File: config.mk
export PLATFORM = sky130hd
export DESIGN_NAME = matrix_mac_engine
export DESIGN_NICKNAME = d
export VERILOG_FILES = /design/src/rtl/matrix_mac_engine.sv
export SDC_FILE = /design/constraint.sdc
export NUM_CORES = 2
export LEC_CHECK = 0
export ABC_AREA = 1
export BUFFER_PORTS_ARGS = -buffer_cell sky130_fd_sc_hd__buf_2
export CORE_MARGIN = 2
export CORE_UTILIZATION = 46
export DETAILED_ROUTE_END_ITERATION = 16
export PLACE_DENSITY_LB_ADDON = 0.08
export SLEW_MARGIN = 20
export SYNTH_ARGS = -nofsm -noshare
export SYNTH_HDL_FRONTEND = slang
export SYNTH_SLANG_ARGS = --single-unit
File: constraint.sdc
create_clock -name clk -period 9.9 [get_ports clk]
set_clock_uncertainty 0.2 [all_clocks]
set_input_delay 0.99 -clock clk [delete_from_list [all_inputs] [get_ports clk]]
set_output_delay 0.99 -clock clk [all_outputs]
set_load 0.005 [all_outputs]
File: src/rtl/matrix_mac_engine.sv
// Signed fixed-point matrix multiplier Z = X*Y over external single-port RAMs.
// One MAC per cycle per element; running-adder address generation; scaled, ReLU'd, saturated writeback.
module matrix_mac_engine #(
   parameter int ADDR_WIDTH  = 16,
   parameter int DATA_WIDTH  = 16,
   parameter int ACC_WIDTH   = 40,
   parameter int FRAC_BITS   = 8,
   parameter int RAM_LATENCY = 1
) (
   input  logic                  clk,
   input  logic                  rst,
   input  logic                  start,
   input  logic                  relu_en,
   input  logic [ADDR_WIDTH-1:0] x_rows,
   input  logic [ADDR_WIDTH-1:0] y_cols,
   input  logic [ADDR_WIDTH-1:0] inner_dim,
   input  logic [ADDR_WIDTH-1:0] x_base,
   input  logic [ADDR_WIDTH-1:0] y_base,
   input  logic [ADDR_WIDTH-1:0] z_base,
   output logic [ADDR_WIDTH-1:0] x_addr,
   output logic                  x_ren,
   input  logic [DATA_WIDTH-1:0] x_data,
   output logic [ADDR_WIDTH-1:0] y_addr,
   output logic                  y_ren,
   input  logic [DATA_WIDTH-1:0] y_data,
   output logic [ADDR_WIDTH-1:0] z_addr,
   output logic [DATA_WIDTH-1:0] z_data,
   output logic                  z_wen,
   output logic                  busy,
   output logic                  done,
   output logic                  sat_flag
);
   localparam int PW = 2 * DATA_WIDTH;
   localparam logic [ADDR_WIDTH-1:0] ONE = ADDR_WIDTH'(1);
   localparam logic signed [ACC_WIDTH-1:0] ZMAX =
      {{(ACC_WIDTH-DATA_WIDTH+1){1'b0}}, {(DATA_WIDTH-1){1'b1}}};
   localparam logic signed [ACC_WIDTH-1:0] ZMIN = ~ZMAX;

   typedef enum logic [2:0] {S_IDLE, S_FETCH, S_DRAIN, S_WRITE, S_FIN} state_t;
   state_t state, state_nxt;

   logic [ADDR_WIDTH-1:0] m_l, n_l, k_l, y_base_l;
   logic                  relu_l;
   logic [ADDR_WIDTH-1:0] i_cnt, j_cnt, k_cnt, d_cnt;
   logic [ADDR_WIDTH-1:0] x_row, x_addr_r, y_col, y_addr_r, z_addr_r;

   logic [RAM_LATENCY-1:0]       ren_pipe;
   logic signed [PW-1:0]         prod;
   logic                         prod_v;
   logic signed [ACC_WIDTH-1:0]  acc, shifted;
   logic [DATA_WIDTH-1:0]        z_val;
   logic                         sat_hit;

   logic dims_zero, last_k, last_drain, last_col, last_elem;
   assign dims_zero  = (x_rows == '0) || (y_cols == '0) || (inner_dim == '0);
   assign last_k     = (k_cnt == k_l - ONE);
   assign last_drain = (d_cnt == ADDR_WIDTH'(RAM_LATENCY));
   assign last_col   = (j_cnt == n_l - ONE);
   assign last_elem  = last_col && (i_cnt == m_l - ONE);

   always_ff @(posedge clk or posedge rst) begin
      if (rst) state <= S_IDLE;
      else     state <= state_nxt;
   end

   always_comb begin
      state_nxt = state;
      case (state)
         S_IDLE:  if (start) state_nxt = dims_zero ? S_FIN : S_FETCH;
         S_FETCH: if (last_k) state_nxt = S_DRAIN;
         S_DRAIN: if (last_drain) state_nxt = S_WRITE;
         S_WRITE: state_nxt = last_elem ? S_FIN : S_FETCH;
         S_FIN:   state_nxt = S_IDLE;
         default: state_nxt = S_IDLE;
      endcase
   end

   always_comb begin
      busy   = (state == S_FETCH) || (state == S_DRAIN) || (state == S_WRITE);
      done   = (state == S_FIN);
      x_ren  = (state == S_FETCH);
      y_ren  = (state == S_FETCH);
      z_wen  = (state == S_WRITE);
      x_addr = x_addr_r;
      y_addr = y_addr_r;
      z_addr = z_addr_r;
      z_data = (state == S_WRITE) ? z_val : '0;
   end

   // Row/column bases are kept so each new element reloads its address instead of multiplying.
   always_ff @(posedge clk or posedge rst) begin
      if (rst) begin
         m_l <= '0; n_l <= '0; k_l <= '0; y_base_l <= '0; relu_l <= 1'b0;
         i_cnt <= '0; j_cnt <= '0; k_cnt <= '0; d_cnt <= '0;
         x_row <= '0; x_addr_r <= '0; y_col <= '0; y_addr_r <= '0; z_addr_r <= '0;
         sat_flag <= 1'b0;
      end else begin
         case (state)
            S_IDLE: if (start) begin
               m_l <= x_rows; n_l <= y_cols; k_l <= inner_dim;
               y_base_l <= y_base; relu_l <= relu_en;
               i_cnt <= '0; j_cnt <= '0; k_cnt <= '0; d_cnt <= '0;
               x_row <= x_base; x_addr_r <= x_base;
               y_col <= y_base; y_addr_r <= y_base;
               z_addr_r <= z_base;
               sat_flag <= 1'b0;
            end
            S_FETCH: begin
               x_addr_r <= x_addr_r + ONE;
               y_addr_r <= y_addr_r + n_l;
               k_cnt    <= last_k ? '0 : k_cnt + ONE;
               d_cnt    <= '0;
            end
            S_DRAIN: d_cnt <= d_cnt + ONE;
            S_WRITE: begin
               z_addr_r <= z_addr_r + ONE;
               if (sat_hit) sat_flag <= 1'b1;
               if (last_col) begin
                  j_cnt    <= '0;
                  i_cnt    <= i_cnt + ONE;
                  x_row    <= x_row + k_l;
                  x_addr_r <= x_row + k_l;
                  y_col    <= y_base_l;
                  y_addr_r <= y_base_l;
               end else begin
                  j_cnt    <= j_cnt + ONE;
                  y_col    <= y_col + ONE;
                  y_addr_r <= y_col + ONE;
                  x_addr_r <= x_row;
               end
            end
            default: ;
         endcase
      end
   end

   always_ff @(posedge clk or posedge rst) begin
      if (rst) begin
         ren_pipe <= '0;
         prod     <= '0;
         prod_v   <= 1'b0;
         acc      <= '0;
      end else begin
         ren_pipe <= RAM_LATENCY'({ren_pipe, x_ren});
         prod_v   <= ren_pipe[RAM_LATENCY-1];
         if (ren_pipe[RAM_LATENCY-1])
            prod <= PW'($signed(x_data)) * PW'($signed(y_data));
         if ((state == S_FETCH) && (k_cnt == '0)) acc <= '0;
         else if (prod_v)                       acc <= acc + ACC_WIDTH'(prod);
      end
   end

   always_comb begin
      shifted = acc >>> FRAC_BITS;
      if (relu_l && shifted[ACC_WIDTH-1]) shifted = '0;
      sat_hit = 1'b0;
      z_val   = shifted[DATA_WIDTH-1:0];
      if (shifted > ZMAX) begin
         sat_hit = 1'b1;
         z_val   = ZMAX[DATA_WIDTH-1:0];
      end else if (shifted < ZMIN) begin
         sat_hit = 1'b1;
         z_val   = ZMIN[DATA_WIDTH-1:0];
      end
   end
endmodule
=== Yosys cells after proc, flatten, opt, wreduce, memory -nomap -nowiden ===
Index checks and enable logic that the tools add are counted.

* Register bits after elaboration: 287
* Bits of input ports: 132
* Output and inout bits: 70
* Logic and storage cells: 109

* Multiplexer cells: 35
* Order comparisons: 2
* Equality and inequality tests: 13
* Multipliers: 1
* Add/subtract/negate cells: 13
* Reductions and logical operators: 25

{| class="wikitable"
|+ Operators by type and width
! cell !! count
|-
| 16-bit 2-to-1 mux || 12
|-
| 16-bit case mux with 2 select lines || 6
|-
| 16-bit case mux with 3 select lines || 3
|-
| 40-bit 2-to-1 mux || 3
|-
| 16-bit by 1-bit adder with 16-bit output, second input constant || 7
|-
| 16-bit zero test || 4
|-
| 16-bit equality test || 3
|-
| 16-bit by 1-bit subtractor with 16-bit output, second input constant || 3
|-
| 40-bit by 32-bit adder with 40-bit output || 1
|-
| 40-bit by 16-bit greater-than comparator with 1-bit output, second input constant || 1
|-
| 40-bit by 16-bit less-than comparator with 1-bit output, second input constant || 1
|-
| 16-bit adder || 2
|-
| 16-bit by 16-bit multiplier with 32-bit output || 1
|-
| 16-bit by 1-bit equality test with 1-bit output, second input constant || 1
|-
| 3-bit 2-to-1 mux || 5
|-
| 3-bit case mux with 4 select lines || 1
|-
| 2-bit AND reduction || 5
|-
| 3-bit AND reduction || 3
|-
| 3-bit by 2-bit equality test with 1-bit output, second input constant || 2
|-
| 2-bit by 1-bit inequality test with 1-bit output, second input constant || 3
|-
| 2-bit nonzero test || 3
|-
| 3-bit nonzero test || 2
|-
| 1-bit logical OR || 4
|-
| 1-bit 2-to-1 mux || 4
|-
| 6 further kinds || 9
|}

=== Depth between registers and ports, before layout ===
* Depth after elaboration: 7
* Gate-level depth with buffers: 30

=== Least setup slack after synthesis ===
OpenSTA, ideal clock, no wires.

* Path type: in2reg
* Start point: in y_data[5]
* End point: reg prod[27]
* Path slack: 3026 ps
* Data arrival time: 6592 ps
* Required time: 9618 ps
* Cell stages on the path: 21
* Path through: clkbuf_1 -> clkbuf_1 -> nand2_1 -> fa_1 -> inv_1 -> fa_1 -> fa_1 -> fa_1 -> fa_1 -> inv_1 -> fa_1 -> inv_1 -> ha_1 -> nand2_1 -> nor2_1 -> and3_1 -> nand4_1 -> nand3_1 -> a21oi_1 -> or2_2 -> a31oi_1

* Longest elaborated chain between the ends: 1

{| class="wikitable"
|+ RTL lines
! element !! RTL line !! source
|-
| start, declared || 25 || <nowiki>input logic [DATA_WIDTH-1:0] y_data,</nowiki>
|-
| 16-bit by 16-bit multiplier with 32-bit output || 147 || <nowiki>prod <= PW'($signed(x_data)) * PW'($signed(y_data));</nowiki>
|-
| end signal, assigned || 147 ||
|-
| end, declared || 48 || <nowiki>logic signed [PW-1:0] prod;</nowiki>
|}

Every way passes these cells.
A chain may end at the register's enable or synchronous reset.

=== Worst setup path after layout ===
* Start point: in x_data[15]
* End point: reg prod[31]

* Longest elaborated chain between the ends: 1

{| class="wikitable"
|+ RTL lines
! element !! RTL line !! source
|-
| start, declared || 22 || <nowiki>input logic [DATA_WIDTH-1:0] x_data,</nowiki>
|-
| 16-bit by 16-bit multiplier with 32-bit output || 147 ||
|}

Every way passes these cells.

==> out/results.txt <==
Routability-driven placement finished with a final weighted congestion of 0.925. The mapped cell area was 0.0302 mm^2; the flip-flop count of the largest register after layout was 40. In the layout the commonest cells are nand2_1, inv_1, dfrtp_1. The run gives 53 as the distinct cell type count after synthesis. The initial antenna violation count was 2; the hold slack was 0.273 ns.

The per-instance average area after synthesis is 7.21 um^2, and the total clock buffers created by CTS is 37. The startpoint identified for the worst register-to-register timing path is state[1]. The type of element capturing the critical path is a flop.

Summed over all layers, the routed wires come to 87.5 mm. Number of global-route vias before repair: 27000. The run gives 0 ns as the accumulated negative setup slack. The tightest min-delay check is of the flop to flop type.

The final routed DRC violation total was 0. The run gives 0 as the number of buffers inserted by hold repair at cts. Across the run, the number of max-cap violations was 0. The first detailed-routing pass took 5 iterations. The tools report the type of element launching the critical path as an input port. The total count of hold-check failures in the final report was 0.

The global-route usage over all layers is 0.265, and the via-per-instance ratio is 5.20. Number of synthesized register bits: 287. Dividing the detail-routed wire length by the instance count gives 16.9 um.

In this run, post-CTS repair resized a total of 0 instances. For the utilization after layout, the log shows 0.512. The worst hold path begins at y_base_l[8]. The clock reaches the later pin of the worst-skew pair after 0.57 ns. In the final layout, flip-flops and latches occupy 0.00718 mm^2. When the netlist entered floorplanning its net count stood at 4746.

Across all layers, the routed design uses 27000 vias. The count of final setup violators is 0, and the violation count after the first detailed-route iteration is 1771. The number of setup buffers added after CTS is 0. The number of enable flip-flop cells after synthesis was 0; the HPWL after detailed placement was 68.0 mm.

The first global-routing pass estimated 144 mm of wire. The normalized max-slew margin is 0.324. TritonCTS built the clock tree. The dominant register cell in the synthesized netlist is dfrtp_1. For the data required time of the worst path, the log shows 10.13 ns.

Yosys printed 0 warnings. For this design, the sink count on the clock tree is 287. After filler insertion, the fill cell instance count of the layout stands at 6611.

In the final design database the tool counted 4862 nets. The maximum frequency from static timing analysis was 0.150 GHz. Setup repair after global routing left no endpoint under its margin. The timing startpoint of the critical path was x_data[15]. The worst setup path is of the input port to flop kind. The tools report the area of the core region as 0.0647 mm^2.

The minimum period implied by the final worst setup slack works out to 6.67 ns. The share of flip-flops with an asynchronous set or reset is 1.00, and the maximum level of the CTS H-tree is 2. The vertical die dimension was 260 um; the maximum number of pins on one net before global-route repair was 162.

The floorplan has 93 rows. Input and output buffers added on the ports amount to 201. The actual transition at the worst max-transition pin is 1.01 ns. The run gives 6.91 ns as the endpoint arrival time on the critical path.

The largest registers in the layout are acc: 40 flops, prod: 32 flops. Clock-pin slew was measured on the worst setup and hold paths at 0.06 ns. The die area is 0.0677 mm^2, and the layout-stage area growth over the synthesis result is 9.81%. The gate count after technology mapping was 4186; the starting density of the core was 0.466. CTS placed an instance of clkbuf_16 at the clock tree root.

Horizontal die dimension: 260 um. The slack of the worst reg-to-reg path is 5.90 ns. Most common library cell in the layout ignoring fill and taps: nand2_1. The run finished with clean final reports. The run gives 0 as the total count of max-transition violations in the final report.

202 I/O pins were placed. The critical-path maximum fanout is 16. The most flop-heavy register was acc. Fraction of layout instances using a drive strength above 1: 0.0813.

The sequential area share after synthesis came out at 0.238. Once detail routing completed, the nets flagged for antenna violations numbered 0. The total overflow left after global routing is 0. The clock passes through at most 3 buffers. The share of the cycle needed by the critical path after routing is 0.674, and the area of combinational cells with multiple inputs is 0.0196 mm^2.
[final timing paths]
check | to | depth (start not counted)
setup / recovery | prod[31] | 22
max in group asynchronous | acc[23] | 3
setup reg to reg | x_addr[2] | 9
hold reg to reg | y_base_l[8] | 2
min in group asynchronous | x_row[14] | 2
hold / removal | y_base_l[8] | 2
[stage by stage]
stage          instance area [um^2]  worst slack [ns]  instances
3_5_place_dp                  31800              2.67       5118
3_3_place_gp                  31800              2.73       5118
4_1_cts                       33100              3.25       5185
2_1_floorplan                 30200             0.789       4186
5_1_grt                       33100              2.80       5186
6_report                      33100              3.23       5186
[metal layers]
layer  GRT usage  routed length [um]  vias up
li1            -                   -    13400
met1       0.344               37900    12900
met2       0.463               42800      580
met3      0.0281                3850      139
met4      0.0862                2890        2
met5           0                  14        -
[synthesized netlist by cell type (13+ instances only)]
cell      count  area [um^2]
a21oi_1     176          881
a22oi_1      14          105
a31oi_1      38          238
clkbuf_1    113          424
dfrtp_1     287         7180
fa_1        265         5310
ha_1        163         2040
inv_1       757         2840
nand2_1    1141         4280
nand3_1     240         1200
nand3b_1     17          128
nand4_1      60          375
nor2_1      276         1040
nor2_2       14         87.6
nor3_1       55          275
nor4_1       24          150
o211ai_1     14          105
o21ai_0     237         1190
o22ai_1      17          106
o31ai_1      13         97.6
or2_2        35          219
xnor2_1      43          377
xor2_1       85          744
[kinds of logic (layout without fill, tap and decap cells)]
group,Yosys count,in the layout,synth area share
adder cells (fa/ha/maj),428,428,0.243
AO/OA/AOI/OAI,552,552,0.102
buffers and inverters,904,1048,0.114
flip-flops,287,287,0.238
other,0,1,0
AND/OR/NAND/NOR,1885,1885,0.264
XOR/XNOR,130,130,0.0386
[worst max-delay path, cell delays in order]
cell and delay, ns:
buf_2 0.27, nand2_1 0.18, fa_1 0.59, inv_1 0.08
fa_1 1.06, fa_1 0.54, fa_1 0.47, fa_1 0.54
inv_1 0.06, fa_1 0.52, inv_1 0.04, ha_1 0.34
a21oi_1 0.20, o21ai_0 0.11, a21oi_1 0.13, nand3_1 0.15
a21oi_1 0.26, inv_1 0.07, nand2_1 0.08, nand3b_1 0.08
nand3_1 0.09, nand2_1 0.05
[cell type report]
type,count,share of cell area
Clock buffer,52,0.0324
Timing Repair Buffer,216,0.0341
Antenna cell,1,0.0000755
Tap cell,855,0.0323
Clock inverter,15,0.00729
Inverter,765,0.0869
Multi-Input combinational cell,2995,0.590
Sequential cell,287,0.217
Power is not shown: default switching activity piles up to over one toggle a cycle in this logic, so the estimate is an artifact.
